[config.mk]
export PLATFORM = sky130hd
export DESIGN_NAME = vga_timing_gen
export DESIGN_NICKNAME = d
export VERILOG_FILES = /design/src/rtl/vga_timing_gen.sv
export SDC_FILE = /design/constraint.sdc
export NUM_CORES = 1
export LEC_CHECK = 0
export ABC_AREA = 0
export CORE_UTILIZATION = 43
export CTS_CLUSTER_DIAMETER = 40
export CTS_CLUSTER_SIZE = 40
export DETAILED_ROUTE_END_ITERATION = 8
export MAX_ROUTING_LAYER = met4
export PLACE_DENSITY_LB_ADDON = 0.25
export SETUP_SLACK_MARGIN = 0.4
export SYNTH_ARGS = -nofsm -noshare
export SYNTH_HDL_FRONTEND = slang
export SYNTH_SLANG_ARGS = --single-unit
[constraint.sdc]
create_clock -name fpga_CLK -period 1.8 [get_ports fpga_CLK]
set_clock_uncertainty 0.2 [all_clocks]
set_input_delay 0.54 -clock fpga_CLK [delete_from_list [all_inputs] [get_ports fpga_CLK]]
set_output_delay 0.54 -clock fpga_CLK [all_outputs]
set_load 0.05 [all_outputs]
[src/rtl/vga_timing_gen.sv]
// VGA raster timing generator: pixel-enable driven counters, sync/DE decode and a
// two-stage registered output. Define VGA_TIMING_TEST_PATTERN_EN for built-in colour bars.
module vga_timing_gen #(
    parameter int H_DISP = 640,
    parameter int H_FP   = 16,
    parameter int H_SYNC = 96,
    parameter int H_BP   = 48,
    parameter int V_DISP = 480,
    parameter int V_FP   = 10,
    parameter int V_SYNC = 2,
    parameter int V_BP   = 33,
    parameter int HS_POL = 0,
    parameter int VS_POL = 0,
    parameter int CW     = 8
) (
    input  logic                fpga_CLK,
    input  logic                fpga_RST,
    input  logic                pix_en,
    output logic                pix_req,
    output logic [10:0]         pix_x,
    output logic [9:0]          pix_y,
    output logic                frame_start,
    input  logic [3*CW-1:0]     rgb_in,
    output logic [3*CW-1:0]     vga_RGB,
    output logic                vga_HS,
    output logic                vga_VS,
    output logic                vga_DE
);

    localparam int H_TOTAL = H_DISP + H_FP + H_SYNC + H_BP;
    localparam int V_TOTAL = V_DISP + V_FP + V_SYNC + V_BP;

    localparam logic [10:0] H_LAST   = 11'(H_TOTAL - 1);
    localparam logic [10:0] H_DISP_W = 11'(H_DISP);
    localparam logic [10:0] H_SS     = 11'(H_DISP + H_FP);
    localparam logic [10:0] H_SE     = 11'(H_DISP + H_FP + H_SYNC);
    localparam logic [9:0]  V_LAST   = 10'(V_TOTAL - 1);
    localparam logic [9:0]  V_DISP_W = 10'(V_DISP);
    localparam logic [9:0]  V_SS     = 10'(V_DISP + V_FP);
    localparam logic [9:0]  V_SE     = 10'(V_DISP + V_FP + V_SYNC);

    localparam logic HS_ON = (HS_POL != 0) ? 1'b1 : 1'b0;
    localparam logic VS_ON = (VS_POL != 0) ? 1'b1 : 1'b0;

    logic [10:0]        hcnt_r;
    logic [9:0]         vcnt_r;
    logic [10:0]        hcnt_nxt_s;
    logic [9:0]         vcnt_nxt_s;
    logic               active_s;
    logic               hs_act_s;
    logic               vs_act_s;
    logic               origin_s;

    logic               pix_req_r;
    logic [10:0]        pix_x_r;
    logic [9:0]         pix_y_r;
    logic               hs1_r;
    logic               vs1_r;
    logic               de1_r;
    logic               frame_start_r;

    logic [3*CW-1:0]    rgb_sel_s;
    logic [3*CW-1:0]    vga_rgb_r;
    logic               vga_hs_r;
    logic               vga_vs_r;
    logic               vga_de_r;

    // Next raster position: horizontal wrap carries into the line counter.
    always_comb begin
        hcnt_nxt_s = hcnt_r;
        vcnt_nxt_s = vcnt_r;
        if (hcnt_r == H_LAST) begin
            hcnt_nxt_s = 11'd0;
            if (vcnt_r == V_LAST) begin
                vcnt_nxt_s = 10'd0;
            end else begin
                vcnt_nxt_s = vcnt_r + 10'd1;
            end
        end else begin
            hcnt_nxt_s = hcnt_r + 11'd1;
            vcnt_nxt_s = vcnt_r;
        end
    end

    // Region decode of the current counter position.
    always_comb begin
        active_s = (hcnt_r < H_DISP_W) && (vcnt_r < V_DISP_W);
        hs_act_s = (hcnt_r >= H_SS) && (hcnt_r < H_SE);
        vs_act_s = (vcnt_r >= V_SS) && (vcnt_r < V_SE);
        origin_s = (hcnt_r == 11'd0) && (vcnt_r == 10'd0);
    end

    // Stage 0: raster counters.
    always_ff @(posedge fpga_CLK) begin
        if (fpga_RST) begin
            hcnt_r <= 11'd0;
            vcnt_r <= 10'd0;
        end else if (pix_en) begin
            hcnt_r <= hcnt_nxt_s;
            vcnt_r <= vcnt_nxt_s;
        end
    end

    // Stage 1: pixel request to upstream plus delayed sync/DE.
    always_ff @(posedge fpga_CLK) begin
        if (fpga_RST) begin
            pix_req_r <= 1'b0;
            pix_x_r   <= 11'd0;
            pix_y_r   <= 10'd0;
            hs1_r     <= 1'b0;
            vs1_r     <= 1'b0;
            de1_r     <= 1'b0;
        end else if (pix_en) begin
            pix_req_r <= active_s;
            pix_x_r   <= hcnt_r;
            pix_y_r   <= vcnt_r;
            hs1_r     <= hs_act_s;
            vs1_r     <= vs_act_s;
            de1_r     <= active_s;
        end
    end

    // Frame marker: a single clock, only on the tick that loads the origin.
    always_ff @(posedge fpga_CLK) begin
        if (fpga_RST) begin
            frame_start_r <= 1'b0;
        end else begin
            frame_start_r <= pix_en && origin_s;
        end
    end

`ifdef VGA_TIMING_TEST_PATTERN_EN
    localparam int BAR_W = (H_DISP >= 8) ? (H_DISP / 8) : 1;

    logic [10:0] bar_full_s;
    logic [2:0]  bar_idx_s;

    // Eight vertical bars; index bits map directly onto {R,G,B} all-ones or zero.
    always_comb begin
        bar_full_s = pix_x_r / 11'(BAR_W);
        if (bar_full_s > 11'd7) begin
            bar_idx_s = 3'd7;
        end else begin
            bar_idx_s = bar_full_s[2:0];
        end
        rgb_sel_s = {{CW{bar_idx_s[2]}}, {CW{bar_idx_s[1]}}, {CW{bar_idx_s[0]}}};
    end
`else
    // Upstream pixel data passes straight to the output stage.
    always_comb begin
        rgb_sel_s = rgb_in;
    end
`endif

    // Stage 2: pin registers; RGB forced to zero outside active video.
    always_ff @(posedge fpga_CLK) begin
        if (fpga_RST) begin
            vga_rgb_r <= {(3*CW){1'b0}};
            vga_hs_r  <= ~HS_ON;
            vga_vs_r  <= ~VS_ON;
            vga_de_r  <= 1'b0;
        end else if (pix_en) begin
            vga_rgb_r <= de1_r ? rgb_sel_s : {(3*CW){1'b0}};
            vga_hs_r  <= hs1_r ? HS_ON : ~HS_ON;
            vga_vs_r  <= vs1_r ? VS_ON : ~VS_ON;
            vga_de_r  <= de1_r;
        end
    end

    assign pix_req     = pix_req_r;
    assign pix_x       = pix_x_r;
    assign pix_y       = pix_y_r;
    assign frame_start = frame_start_r;
    assign vga_RGB     = vga_rgb_r;
    assign vga_HS      = vga_hs_r;
    assign vga_VS      = vga_vs_r;
    assign vga_DE      = vga_de_r;

endmodule

==> flow_summary.ini <==
[yosys]
post_synth_main_area_contributors = sky130_fd_sc_hd__dfxtp_1, sky130_fd_sc_hd__mux2i_1, sky130_fd_sc_hd__nor2_1, sky130_fd_sc_hd__a22oi_1, sky130_fd_sc_hd__a21oi_1
ys.warnings.count = 0
synth_area_um2 = 2950
synth-adder-area-share = 0.0170
synth.largest_area_cell = sky130_fd_sc_hd__dfxtp_1
synth_enable_flop_cells = 0
ys_ff_latch = 73
synth-compound-area-share = 0.116
synthSimpleGateAreaFrac = 0.225
share_of_flip_flops_with_an_asynchronous_set_or_reset = 0
synth.distinct_cells = 41
share_of_the_synthesized_netlist_area_taken_by_xor_and_xnor_gates = 0.0297
synth-main-ff-cell = sky130_fd_sc_hd__dfxtp_1
synthMostInstantiatedCell = sky130_fd_sc_hd__dfxtp_1
synth.net_count = 348
largest_family_of_logic_cells_by_synthesized_area = simple AND/OR/NAND/NOR gates
yosys-mux-area-fraction = 0.0679
synth_common_cells = sky130_fd_sc_hd__dfxtp_1, sky130_fd_sc_hd__nor2_1, sky130_fd_sc_hd__a22oi_1
netlist_instances = 317
synthDominantCellAreaShare = 0.496
post_synth.cell_area_avg_um2 = 9.30
post_synthesis_sequential_area_ratio = 0.496

[worst_setup_path]
critical_path.max_fanout = 6
critical_path_class = flop to flop
worst_r2r_endpoint = vcnt_r[4]
critical_path_required_ns = 1.86
start_of_the_worst_register_to_register_path = hcnt_r[7]
critical_path_arrival_ns = 1.91
worst_setup_path_end_kind = flop
rrSetupSlack_ns = -0.05
critPathLaunchType = flop
number_of_cell_instances_on_the_worst_register_to_register_path = 5

[floorplan]
core_area_um2 = 6490
rows = 29
io_pins = 77
horizontal_extent_of_the_die_um = 84.8
initial_utilization = 0.454
floorplan.die.height_um = 84.8
die_area_um2 = 7190

[routing]
post-route-drc-count = 10
wirelength_met1_mm = 4.27
met3RoutedLength_um = 676
drt_first_pass_iters = 8
detail-route-antenna-nets = 0
routed-via-count = 3149
detailed_route_iter0_violations = 299
met2_length_mm = 5.81
avgRoutedWirePerCell_um = 20.8
dr.max_layer_used = met4
postRouteWirelength_mm = 11.2
via_per_inst = 5.88

[timing]
fin_ws_ns = -0.0482
timing.slew.headroom = 0.744
grt_setup_unrepaired = yes
setup_violation_total_in_the_final_timing_report = 1
timing.final.hold_violations = 0
finalWorstPathRequiredPeriod_ns = 1.85
max_freq_ghz = 0.541
worst_margin_slew_ns = 0.381
final_max_slew_viol_count = 0
final_period_util = 1.03

[placement]
hpwl_mm = 5.36
gpl.final_weighted_congestion = 0.891
preCtsSetupSlack_ns = -0.596
portBuffers = 76

[clocking]
ctsHoldBuffers = 0
clk_latency_ns = 0.35
ctsHtreeMaxLevel = 3
number_of_buffers_between_clock_root_and_the_deepest_sink = 2
numClockSinks = 73
cts_tree = yes
cts_buffers = 9
cts.reportedPaths.clkPinSlew_ns = 0.08
cts.root.buffer_cell = sky130_fd_sc_hd__clkbuf_8

[grt]
vias_in_the_first_global_route = 3064
first_pass_grt_wire_length_mm = 15.5
grt_max_degree = 37
antenna_found_initial = 0
globalRouteTotalUtil = 0.286
grt_remaining_overflow = 0

[min_path]
min_to = hs1_r
min_path_cells = 2
worstHoldPathType = flop to flop
hold_start = hs1_r

[run_status]
failed_checks = design-rule violations, negative setup slack
status = finished, violations left

[finish]
n_antenna_cell = 0
finalNetCount = 487
share_of_layout_cells_above_drive_strength_1 = 0.588
area_delta_synth_final_pct = 87.8

[job]
drv_cap = 0

[power_and_ir_drop]
ir_worst_vdd_uv = 439
power_per_standard_cell_area_nw_per_um2 = 592
power.leakage_nw = 2.14
total_power_mw = 3.28
[through the flow]
| step | std cells | TNS [ns] | area [um^2] | hold slack, ns | util |
|---|---|---|---|---|---|
| global route | 536 | -0.0981 | 5540 | 0.323 | 0.852 |
| floorplan | 317 | -0.00799 | 3190 | 0.241 | - |
| detailed placement | 482 | -31.44 | 4630 | 0.276 | 0.713 |
| global placement | 482 | -28.53 | 4630 | 0.250 | 0.713 |
| CTS | 527 | 0 | 5300 | 0.285 | 0.816 |
| finish | 536 | -0.0482 | 5540 | 0.307 | 0.852 |
[layout make-up]
class / count / area (um^2)
Inverter: 6 / 37.5
Multi-Input combinational cell: 213 / 1700
Fill cell: 284 / 960
Timing Repair Buffer: 153 / 1990
Clock buffer: 13 / 149
Tap cell: 77 / 96.3
Clock inverter: 1 / 5.00
Sequential cell: 73 / 1560
[critical path, stage by stage (launching register included)]
cell	delay [ns]
sky130_fd_sc_hd__dfxtp_1	0.33
sky130_fd_sc_hd__and4bb_4	0.41
sky130_fd_sc_hd__nand4_1	0.14
sky130_fd_sc_hd__buf_4	0.17
sky130_fd_sc_hd__or3_1	0.34
sky130_fd_sc_hd__a21oi_1	0.17
[where the power goes]
group | switching (mW) | internal [mW] | total, mW | leakage, nW
Sequential | 0.0269 | 1.63 | 1.66 | 0.620
Combinational | 0.245 | 0.265 | 0.510 | 1.44
Clock | 0.585 | 0.523 | 1.11 | 0.0794
[routing by layer]
metal / vias to the layer above / global-route usage
met5: - / -
met4: 0 / 0.117
met3: 42 / 0.0619
met2: 180 / 0.493
met1: 1529 / 0.322
li1: 1398 / -
[kinds of logic after synthesis]
logic type                 Yosys count
AOI/OAI and AO/OA                   52
muxes                               20
DFF                                 73
xor gates and xnor gates            10
adders and majority gates            4
and+or+nand+nor                    127
buffers and inverters               31
[timing repair]
| item | in CTS | in global routing |
|---|---|---|
| setup buffers | 30 | 8 |
| cloned | 1 | 1 |
| pin swaps | 15 | 22 |
| endpoints found under the setup margin | 123 | 94 |
| gates resized for setup | 101 | 39 |
[sequential cells by signal (all words and copies together) (netlist names)]
name	flops
vga_VS	1
pix_x	11
de1_r	1
pix_y	10
vga_HS	1
hcnt_r	11
frame_start	1
vga_DE	1
vs1_r	1
vcnt_r	10
vga_RGB	24
hs1_r	1
[how the worst max path moves through the flow]
| stage | startpoint | to | slack, ns | depth (start not counted) |
|---|---|---|---|---|
| 2_1_floorplan | pix_en | vcnt_r[8] | -0.008 | 5 |
| 3_3_place_gp | pix_en | vcnt_r[4] | -0.54 | 6 |
| 3_5_place_dp | pix_en | vcnt_r[4] | -0.60 | 6 |
| 4_1_cts | hcnt_r[0] | vcnt_r[4] | 0.05 | 6 |
| 5_1_grt | hcnt_r[0] | vcnt_r[4] | -0.07 | 6 |
| 6_report | hcnt_r[7] | vcnt_r[4] | -0.05 | 5 |
[placed cells by master, fill, tap and decap left out, types with 4 or more instances in the layout]
| cell type | synthesis | routed |
|---|---|---|
| sky130_fd_sc_hd__o21ai_0 | 6 | 4 |
| sky130_fd_sc_hd__dfxtp_1 | 73 | 13 |
| sky130_fd_sc_hd__nand2_1 | 15 | 13 |
| sky130_fd_sc_hd__inv_1 | 5 | 4 |
| sky130_fd_sc_hd__nor3_2 | 0 | 7 |
| sky130_fd_sc_hd__clkbuf_8 | 0 | 10 |
| sky130_fd_sc_hd__mux2i_1 | 20 | 20 |
| sky130_fd_sc_hd__nor2_1 | 53 | 51 |
| sky130_fd_sc_hd__nand4_1 | 9 | 9 |
| sky130_fd_sc_hd__buf_12 | 0 | 55 |
| sky130_fd_sc_hd__buf_6 | 1 | 10 |
| sky130_fd_sc_hd__buf_4 | 2 | 57 |
| sky130_fd_sc_hd__nand3_1 | 10 | 7 |
| sky130_fd_sc_hd__a22oi_2 | 0 | 24 |
| sky130_fd_sc_hd__xor2_1 | 7 | 6 |
| sky130_fd_sc_hd__a21oi_2 | 0 | 6 |
| sky130_fd_sc_hd__a21oi_1 | 15 | 9 |
| sky130_fd_sc_hd__or3_1 | 4 | 4 |
| sky130_fd_sc_hd__clkdlybuf4s50_1 | 0 | 24 |
| sky130_fd_sc_hd__dfxtp_2 | 0 | 51 |
| sky130_fd_sc_hd__dfxtp_4 | 0 | 9 |
Power figures use the tool's default switching activity.
